===== config.mk =====
export PLATFORM = sky130hd
export DESIGN_NAME = s4ga_cfg_sequencer
export DESIGN_NICKNAME = d
export VERILOG_FILES = /design/src/rtl/s4ga_cfg_pkg.sv /design/src/rtl/s4ga_cfg_nibbler.sv /design/src/rtl/s4ga_cfg_sequencer.sv
export SDC_FILE = /design/constraint.sdc
export NUM_CORES = 1
export LEC_CHECK = 0
export ABC_AREA = 1
export BUFFER_PORTS_ARGS = -buffer_cell sky130_fd_sc_hd__clkbuf_2
export CORE_AREA = 2 2 82 84
export CTS_CLUSTER_DIAMETER = 50
export CTS_CLUSTER_SIZE = 28
export DETAILED_ROUTE_END_ITERATION = 16
export DIE_AREA = 0 0 84 86
export HOLD_SLACK_MARGIN = 0.06
export PLACE_DENSITY = 0.68
export SLEW_MARGIN = 20
export SYNTH_ARGS = -nofsm -noshare
export SYNTH_HDL_FRONTEND = slang
export SYNTH_SLANG_ARGS = --single-unit

===== constraint.sdc =====
create_clock -name clk -period 4.3 [get_ports clk]
set_input_delay 0.43 -clock clk [delete_from_list [all_inputs] [get_ports clk]]
set_output_delay 0.43 -clock clk [all_outputs]
set_load 0.02 [all_outputs]

===== src/rtl/s4ga_cfg_pkg.sv =====
// Shared types and helpers for the s4ga configuration sequencer.
package s4ga_cfg_pkg;

  typedef enum logic [1:0] {
    IDLE   = 2'd0,
    PRE    = 2'd1,
    STREAM = 2'd2,
    FIN    = 2'd3
  } state_t;

  localparam logic [7:0] CRC8_POLY = 8'h07;

  // CRC-8, MSB first, no reflection, one whole byte per call.
  function automatic logic [7:0] crc8_byte(input logic [7:0] crc, input logic [7:0] data);
    logic [7:0] c;
    c = crc ^ data;
    for (int i = 0; i < 8; i++) begin
      c = c[7] ? ((c << 1) ^ CRC8_POLY) : (c << 1);
    end
    return c;
  endfunction

endpackage


===== src/rtl/s4ga_cfg_nibbler.sv =====
// Byte buffer and nibble serializer: low nibble goes out the cycle after a
// byte is accepted, high nibble the cycle after that. A new byte can be taken
// while the high nibble is on the output, so back-to-back bytes never bubble.
module s4ga_cfg_nibbler (
  input  logic       clk,
  input  logic       rst,
  input  logic       en,
  input  logic       more,
  input  logic       cfg_valid,
  input  logic [7:0] cfg_data,
  output logic       cfg_ready,
  output logic       load,
  output logic       stall,
  output logic       fab_ce,
  output logic [3:0] fab_si
);

  logic [3:0] hi_q;
  logic       full;
  logic       hi_out;
  logic       accept;

  // Ready when the buffer is free or its last nibble is leaving this cycle.
  always_comb begin
    cfg_ready = en & more & (~full | hi_out);
    accept    = cfg_valid & cfg_ready;
    load      = accept | (en & full & ~hi_out);
    stall     = en & more & ~load;
  end

  // Output register and buffer bookkeeping; fab_si holds on idle cycles.
  always_ff @(posedge clk) begin
    if (rst) begin
      hi_q   <= '0;
      full   <= 1'b0;
      hi_out <= 1'b0;
      fab_ce <= 1'b0;
      fab_si <= '0;
    end else if (!en) begin
      full   <= 1'b0;
      hi_out <= 1'b0;
      fab_ce <= 1'b0;
    end else if (accept) begin
      hi_q   <= cfg_data[7:4];
      full   <= 1'b1;
      hi_out <= 1'b0;
      fab_ce <= 1'b1;
      fab_si <= cfg_data[3:0];
    end else if (full && !hi_out) begin
      hi_out <= 1'b1;
      fab_ce <= 1'b1;
      fab_si <= hi_q;
    end else begin
      full   <= 1'b0;
      hi_out <= 1'b0;
      fab_ce <= 1'b0;
    end
  end

endmodule


===== src/rtl/s4ga_cfg_sequencer.sv =====
// s4ga configuration sequencer: reset preamble, then streams host bytes to
// the fabric as nibbles for nframes frames.
// Optional: define S4GA_CFG_CRC_EN to add a CRC-8 of all accepted bytes.
//
// state  | meaning
// IDLE   | fabric held in reset, waiting for start
// PRE    | reset preamble, RST_CYCLES cycles
// STREAM | fabric out of reset, nibbles streamed
// FIN    | one-cycle done pulse, back to IDLE
module s4ga_cfg_sequencer
  import s4ga_cfg_pkg::*;
#(
  parameter int FRAME_NIBBLES = 64,
  parameter int RST_CYCLES    = 2,
  parameter int FRAME_W       = 8
) (
  input  logic               clk,
  input  logic               rst,
  input  logic               start,
  input  logic [FRAME_W-1:0] nframes,
  input  logic [7:0]         cfg_data,
  input  logic               cfg_valid,
  output logic               cfg_ready,
  output logic               fab_rst,
  output logic               fab_ce,
  output logic [3:0]         fab_si,
  output logic               busy,
  output logic               done,
  output logic [FRAME_W-1:0] frame_idx,
  output logic               underrun
`ifdef S4GA_CFG_CRC_EN
  ,
  output logic [7:0]         crc
`endif
);

  localparam int BYTES_PER_FRAME = FRAME_NIBBLES / 2;
  localparam int NIB_W   = $clog2(FRAME_NIBBLES);
  localparam int BYTES_W = FRAME_W + NIB_W;
  localparam int PRE_W   = $clog2(RST_CYCLES) + 1;

  state_t             state, state_next;
  logic [FRAME_W-1:0] nframes_q;
  logic [BYTES_W-1:0] bytes_left;
  logic [NIB_W-1:0]   nib_cnt;
  logic [PRE_W-1:0]   pre_cnt;
  logic               start_ok;
  logic               accept;
  logic               load;
  logic               stall;

  s4ga_cfg_nibbler u_nibbler (
    .clk       (clk),
    .rst       (rst),
    .en        (state == STREAM),
    .more      (bytes_left != '0),
    .cfg_valid (cfg_valid),
    .cfg_data  (cfg_data),
    .cfg_ready (cfg_ready),
    .load      (load),
    .stall     (stall),
    .fab_ce    (fab_ce),
    .fab_si    (fab_si)
  );

  assign start_ok = (state == IDLE) & start;
  assign accept   = cfg_valid & cfg_ready;

  // Next-state decode; STREAM ends on the cycle its last nibble is shown,
  // which is when frame_idx reaches the requested count.
  always_comb begin
    state_next = state;
    case (state)
      IDLE:    if (start) state_next = (nframes == '0) ? FIN : PRE;
      PRE:     if (pre_cnt == '0) state_next = STREAM;
      STREAM:  if (frame_idx == nframes_q) state_next = FIN;
      FIN:     state_next = IDLE;
      default: state_next = IDLE;
    endcase
  end

  // State register and registered status outputs decoded from next state.
  always_ff @(posedge clk) begin
    if (rst) begin
      state   <= IDLE;
      fab_rst <= 1'b1;
      busy    <= 1'b0;
      done    <= 1'b0;
    end else begin
      state   <= state_next;
      fab_rst <= (state_next != STREAM);
      busy    <= (state_next == PRE) || (state_next == STREAM);
      done    <= (state_next == FIN);
    end
  end

  // Run counters: preamble and byte budget count down, nibbles count up.
  always_ff @(posedge clk) begin
    if (rst) begin
      nframes_q  <= '0;
      bytes_left <= '0;
      pre_cnt    <= '0;
      nib_cnt    <= '0;
      frame_idx  <= '0;
      underrun   <= 1'b0;
    end else if (start_ok) begin
      nframes_q  <= nframes;
      bytes_left <= BYTES_W'(nframes) * BYTES_W'(BYTES_PER_FRAME);
      pre_cnt    <= PRE_W'(RST_CYCLES - 1);
      nib_cnt    <= '0;
      frame_idx  <= '0;
      underrun   <= 1'b0;
    end else begin
      if (state == PRE && pre_cnt != '0) pre_cnt <= pre_cnt - PRE_W'(1);
      if (accept) bytes_left <= bytes_left - BYTES_W'(1);
      if (stall) underrun <= 1'b1;
      if (load) begin
        if (nib_cnt == NIB_W'(FRAME_NIBBLES - 1)) begin
          nib_cnt   <= '0;
          frame_idx <= frame_idx + FRAME_W'(1);
        end else begin
          nib_cnt <= nib_cnt + NIB_W'(1);
        end
      end
    end
  end

`ifdef S4GA_CFG_CRC_EN
  // Running CRC over every byte the sequencer accepts in the current run.
  always_ff @(posedge clk) begin
    if (rst || start_ok) crc <= '0;
    else if (accept) crc <= crc8_byte(crc, cfg_data);
  end
`endif

endmodule


==> results of run 1 <==
flip-flops by register name (all words and copies together), names as in the netlist, 2 cells and up:
register          cells
frame_idx             8
nframes_q             8
nib_cnt               6
state                 2
bytes_left           14
pre_cnt               2
u_nibbler.hi_q        4
u_nibbler.fab_si      4
cells in the mapped netlist (2+ instances only):
cell type | count | area, µm²
a21oi_1 | 29 | 145
a21oi_2 | 6 | 52.6
buf_2 | 3 | 15.0
buf_6 | 3 | 33.8
clkbuf_1 | 4 | 15.0
dfxtp_1 | 55 | 1100
ha_1 | 7 | 87.6
inv_1 | 34 | 128
inv_2 | 3 | 11.3
nand2_1 | 81 | 304
nand2_2 | 13 | 81.3
nand2_4 | 2 | 22.5
nand3_1 | 33 | 165
nand4_1 | 8 | 50.1
nor2_1 | 31 | 116
nor2_2 | 5 | 31.3
nor2_4 | 2 | 22.5
nor3_1 | 3 | 15.0
nor4_1 | 2 | 12.5
o21ai_0 | 15 | 75.1
o21ai_1 | 3 | 15.0
o22ai_1 | 2 | 12.5
xnor2_1 | 5 | 43.8
xor2_1 | 15 | 131
cells in the final DEF, fill, tap and decap left out, drive strengths merged:
cell    instances
nand2          96
dfxtp          55
clkbuf         43
inv            38
nor2           38
a21oi          35
nand3          34
o21ai          18
xor2           15
nand4           9
ha              7
xnor2           5
nor3            3
o22ai           2
nor4            2
bufinv          2
or2             2
a211oi          1
o21a            1
nand3b          1
a31o            1
and2            1
kinds of logic after synthesis:
| logic type | after synthesis |
|---|---|
| xor gates and xnor gates | 20 |
| and+or+nand+nor | 186 |
| buffers and inverters | 51 |
| DFF | 55 |
| AOI/OAI and AO/OA | 58 |
| adders and majority gates | 7 |
area by class of cell:
type	instances	area [µm²]	area share
multi-input combinational	271	1470	0.469
sequential	55	1100	0.352
timing repair buffer	37	185	0.0592
inverter	38	145	0.0464
tap	77	96.3	0.0308
clock buffer	6	72.6	0.0232
clock inverter	2	60.1	0.0192
power breakdown:
group	switching [µW]	total (µW)	leakage (µW)	internal, µW
sequential	23.1	565	0.000447	542
clock	171	404	0.0000654	233
combinational	171	260	0.000828	89.2
worst paths after layout:
check        cells past startpoint  slack (ns)                end           from
max                              8        2.31          cfg_ready  bytes_left[0]
min                              3        0.34  u_nibbler.hi_q[0]    cfg_data[4]
max reg2reg                      8        2.37      bytes_left[6]       state[1]
min reg2reg                      2        0.46         pre_cnt[1]     pre_cnt[1]
metrics by stage:
step	utilization	worst slack, ns
finish	0.498	2.31
global route	0.498	2.10
CTS	0.498	2.31
detailed placement	0.477	2.26
global placement	0.477	2.30
floorplan	-	2.72
metal layers:
layer / global-route usage / vias to the layer above / routed length, µm / part of all wire
met1: 0.232 / 1140 / 2980 / 0.47
met2: 0.301 / 52 / 3030 / 0.48
met5: 0 / - / 0 / 0
met3: 0.0269 / 10 / 200 / 0.032
met4: 0.0587 / 0 / 95 / 0.015
li1: - / 1283 / - / -
critical path, cell delays in order, from the launching register on:
cell	delay [ns]
dfxtp_1	0.37
inv_1	0.10
ha_1	0.21
nand2_2	0.08
nor2_4	0.04
nand2_4	0.08
nand2_1	0.09
nor2_1	0.10
clkbuf_2	0.17
==> flow_metrics.py, run 1 <==
metrics = {
    "job": {
        "cap_violations": 0,
    },
    "global_route": {
        "grt_pass1_wl_mm": 10.4,
        "track_usage": 0.177,
        "first_global_vias": 2277,
        "antenna_found_initial": 0,
        "grt_max_degree": 26,
        "grt_overflow_total": 0,
    },
    "sta": {
        "max_freq_mhz": 503,
        "setup_tns_ns": 0,
        "maxSlewViolCount": 0,
        "min_period_over_period": 0.463,
        "tightestPinTransition_ns": 0.815,
        "fin_skew_ns": 0.00392,
        "grt_setup_unrepaired": "no",
        "max_slew_margin": 0.455,
        "hold_viol": 0,
        "setup_violations": 0,
        "final.min_clock_period_ns": 1.99,
        "holdWs_ns": 0.339,
    },
    "clock_network": {
        "clk_pin_slew_ns": 0.10,
        "cts_setup_buffers": 0,
        "cts_inserted_buffers": 5,
        "clock-sinks": 55,
        "cts.htree.levels": 2,
        "cts-root-buf": "clkbuf_8",
        "clk_latency_ns": 0.31,
        "cts_tree": "done",
        "clock_path_buffers": 2,
        "cts_resized": 0,
        "hold_buffers": 0,
    },
    "synthesis": {
        "ys_seq_elements": 55,
        "synth-main-ff-cell": "dfxtp_1",
        "synth_top_family_by_area": "simple AND/OR/NAND/NOR gates",
        "async_flop_share": 0,
        "synth_edf_count": 0,
        "synth_cell_types": 37,
        "synthMuxAreaShare": 0,
        "netlist_instances": 377,
        "ys_seq_area_frac": 0.393,
        "synth_area_um2": 2800,
        "synth-simple-area-share": 0.313,
        "synth_compound_area_frac": 0.116,
        "avgSynthCellArea_um2": 7.43,
        "synthAdderAreaFrac": 0.0313,
        "syn_nets": 404,
        "synth_xor_xnor_area_share": 0.0625,
        "yosys_warnings": 0,
    },
    "placement": {
        "dpl.cell_count": 478,
        "hpwl_mm": 4.63,
        "dpl_cell_area_um2": 2990,
        "place.gp.congestion": 0.842,
        "portBuffers": 37,
    },
    "power": {
        "power_density_nw_per_um2": 393,
        "peakVddDrop_mv": 0.240,
        "total_power_uw": 1230,
        "power.leakage_uw": 0.00134,
    },
    "finish": {
        "drive_gt1_frac": 0.196,
        "fillCellCount": 647,
        "area_growth_pct": 11.5,
        "diodes": 0,
        "finalNonFillerCells": 486,
        "final_nets": 435,
        "final_area_um2": 3130,
    },
    "floorplan": {
        "fp-row-count": 29,
        "ios": 38,
        "core_um2": 6280,
        "fp.dieH_um": 86,
        "start_util": 0.446,
        "die_w_um": 84,
        "die_area_um2": 7220,
    },
    "worst_setup_path": {
        "required_ns": 3.87,
        "worstSetupPathType": "reg2out",
        "critPathLaunchType": "register",
        "crit_arrival_ns": 1.56,
        "crit_fanout": 4,
        "worstSetupEndpointType": "primary output",
    },
    "route": {
        "firstDrtPassIters": 4,
        "vias": 2485,
        "wirelength_mm": 6.30,
        "antenna_left": 0,
        "drtIter0Drc": 106,
        "viasPerCell": 5.11,
        "drc_errors": 0,
        "wl_per_cell_um": 13.0,
    },
    "run_status": {
        "outcome": "complete, no violations",
    },
    "min_path": {
        "min_path_type": "in2reg",
    },
}
(Power assumes the default switching activity.)
==> inputs of run 2 (changes only) <==
- PLACE_DENSITY: 0.68 -> 0.71
- clock period: 4.3 -> 1.8 ns (I/O delays scaled with it)
==> run 2 against run 1 <==
Effect of this change: critical path depth unchanged; core utilization increased by 0.54 points; clock-buffer cell count unchanged; sequential cell count unchanged; total power increased by 120%; routed wire length about the same; non-clock buffer count increased by 9; largest cell class unchanged; global-route usage increased by 0.59 points; register-to-register slack got worse by 2.2 ns.
==> flow_metrics.py, run 2 (synthesis results as in run 1) <==
metrics = {
    "placement": {
        "portBuffers": 37,
        "hpwl_mm": 4.67,
        "place.gp.congestion": 0.830,
        "dp_slack_ns": 0.166,
    },
    "route": {
        "antenna_left": 0,
        "drtIter0Drc": 153,
        "viasPerCell": 5.07,
        "firstDrtPassIters": 4,
        "wirelength_mm": 6.30,
        "vias": 2512,
        "wl_per_cell_um": 12.7,
        "drc_errors": 0,
    },
    "floorplan": {
        "die_area_um2": 7220,
        "die_w_um": 84,
        "start_util": 0.446,
        "fp.dieH_um": 86,
        "fp-row-count": 29,
        "core_um2": 6280,
        "ios": 38,
    },
    "worst_setup_path": {
        "critPathLaunchType": "register",
        "required_ns": 1.62,
        "worstSetupEndpointType": "primary output",
        "crit_arrival_ns": 1.53,
        "crit_fanout": 4,
        "reg2reg_depth": 11,
        "worstSetupPathType": "reg2out",
    },
    "sta": {
        "final.min_clock_period_ns": 1.71,
        "grt_setup_unrepaired": "no",
        "maxSlewViolCount": 0,
        "max_slew_margin": 0.559,
        "hold_viol": 0,
        "setup_violations": 0,
        "min_period_over_period": 0.951,
        "fin_skew_ns": 0.00598,
        "tightestPinTransition_ns": 0.660,
        "setup_tns_ns": 0,
        "fin_ws_ns": 0.0884,
        "max_freq_mhz": 584,
    },
    "run_status": {
        "outcome": "complete, no violations",
    },
    "power": {
        "power_density_nw_per_um2": 847,
        "power.leakage_uw": 0.00136,
        "peakVddDrop_mv": 0.554,
    },
    "min_path": {
        "min_path_type": "in2reg",
        "min_path_cells": 3,
    },
    "finish": {
        "final_nets": 444,
        "layout_commonest_cell": "nand2_1",
        "diodes": 0,
        "reg_top3": "bytes_left: 14 flops, frame_idx: 8 flops, nframes_q: 8 flops",
        "area_growth_pct": 12.7,
        "regMostFlops": "bytes_left",
        "largest_reg_flops": 14,
        "layout_common_cells": "nand2_1 (81), dfxtp_1 (54), clkbuf_2 (36), inv_1 (34), nand3_1 (33)",
        "drive_gt1_frac": 0.220,
    },
    "global_route": {
        "track_usage": 0.183,
        "grt_overflow_total": 0,
        "antenna_found_initial": 0,
        "grt_max_degree": 23,
        "grt_pass1_wl_mm": 10.9,
        "first_global_vias": 2336,
    },
    "clock_network": {
        "cts_inserted_buffers": 5,
        "hold_buffers": 0,
        "clk_latency_ns": 0.31,
        "clock-sinks": 55,
        "clock_path_buffers": 2,
        "cts_tree": "done",
        "cts.htree.levels": 2,
        "cts-root-buf": "clkbuf_8",
        "clk_pin_slew_ns": 0.10,
    },
    "job": {
        "cap_violations": 0,
    },
}
run 2: cell types whose count changed in the layout (fill, tap and decap cells not counted), sizes merged:
| cell | delta |
|---|---|
| buf | +10 |
| bufinv | -2 |
| clkinv | +1 |
| clkinvlp | +1 |
| clkbuf | -1 |
run 2: critical path: stages (launching register included):
cell and delay [ns]:
dfxtp_2 0.34, inv_1 0.13, ha_1 0.18, nand2_2 0.07, nor2_4 0.12, nand2_4 0.07, nand2_1 0.11, nor2_2 0.05
buf_4 0.15
run 2: cell type report:
cell class	count	area (µm²)
flip-flops and latches	55	1100
clock inverters	2	12.5
fillers	634	3120
inverters	38	145
repair buffers	46	255
well taps	77	96.3
multi-input cells	271	1480
clock buffers	6	72.6
run 2: report_power, final:
group | leakage (µW) | switching (µW) | total [µW] | internal (µW)
sequential | 0.000448 | 56.3 | 1350 | 1290
clock | 0.0000412 | 411 | 684 | 273
combinational | 0.000871 | 409 | 643 | 234
run 2: final timing paths:
check | start | endpoint | slack, ns
max | bytes_left[0] | cfg_ready | 0.09
min | cfg_data[2] | u_nibbler.fab_si[2] | 0.09
max reg2reg | bytes_left[0] | bytes_left[7] | 0.17
min reg2reg | pre_cnt[1] | pre_cnt[1] | 0.47
run 2: per-stage QoR:
step	utilization	total power [µW]	cell area, µm²	hold slack, ns	instances
floorplan	-	1860	2800	0.249	377
global placement	0.486	2000	3050	0.417	486
detailed placement	0.486	2010	3050	0.423	486
CTS	0.500	2690	3140	0.0838	494
global route	0.503	2830	3160	0.0956	495
finish	0.503	2680	3160	0.0917	495
run 2: repair_timing:
| item | CTS | global route |
|---|---|---|
| endpoints found under the setup margin | 0 | 12 |
| hold endpoints to repair | 0 | 0 |
| resized for setup | 0 | 6 |
| buffers inserted | 0 | 1 |
run 2: metal layers:
layer | wire length [µm] | vias to the layer above | global-route usage
li1 | - | 1301 | -
met1 | 3200 | 1145 | 0.257
met2 | 2750 | 60 | 0.290
met3 | 283 | 6 | 0.0318
met4 | 65 | 0 | 0.0543
met5 | 0 | - | 0
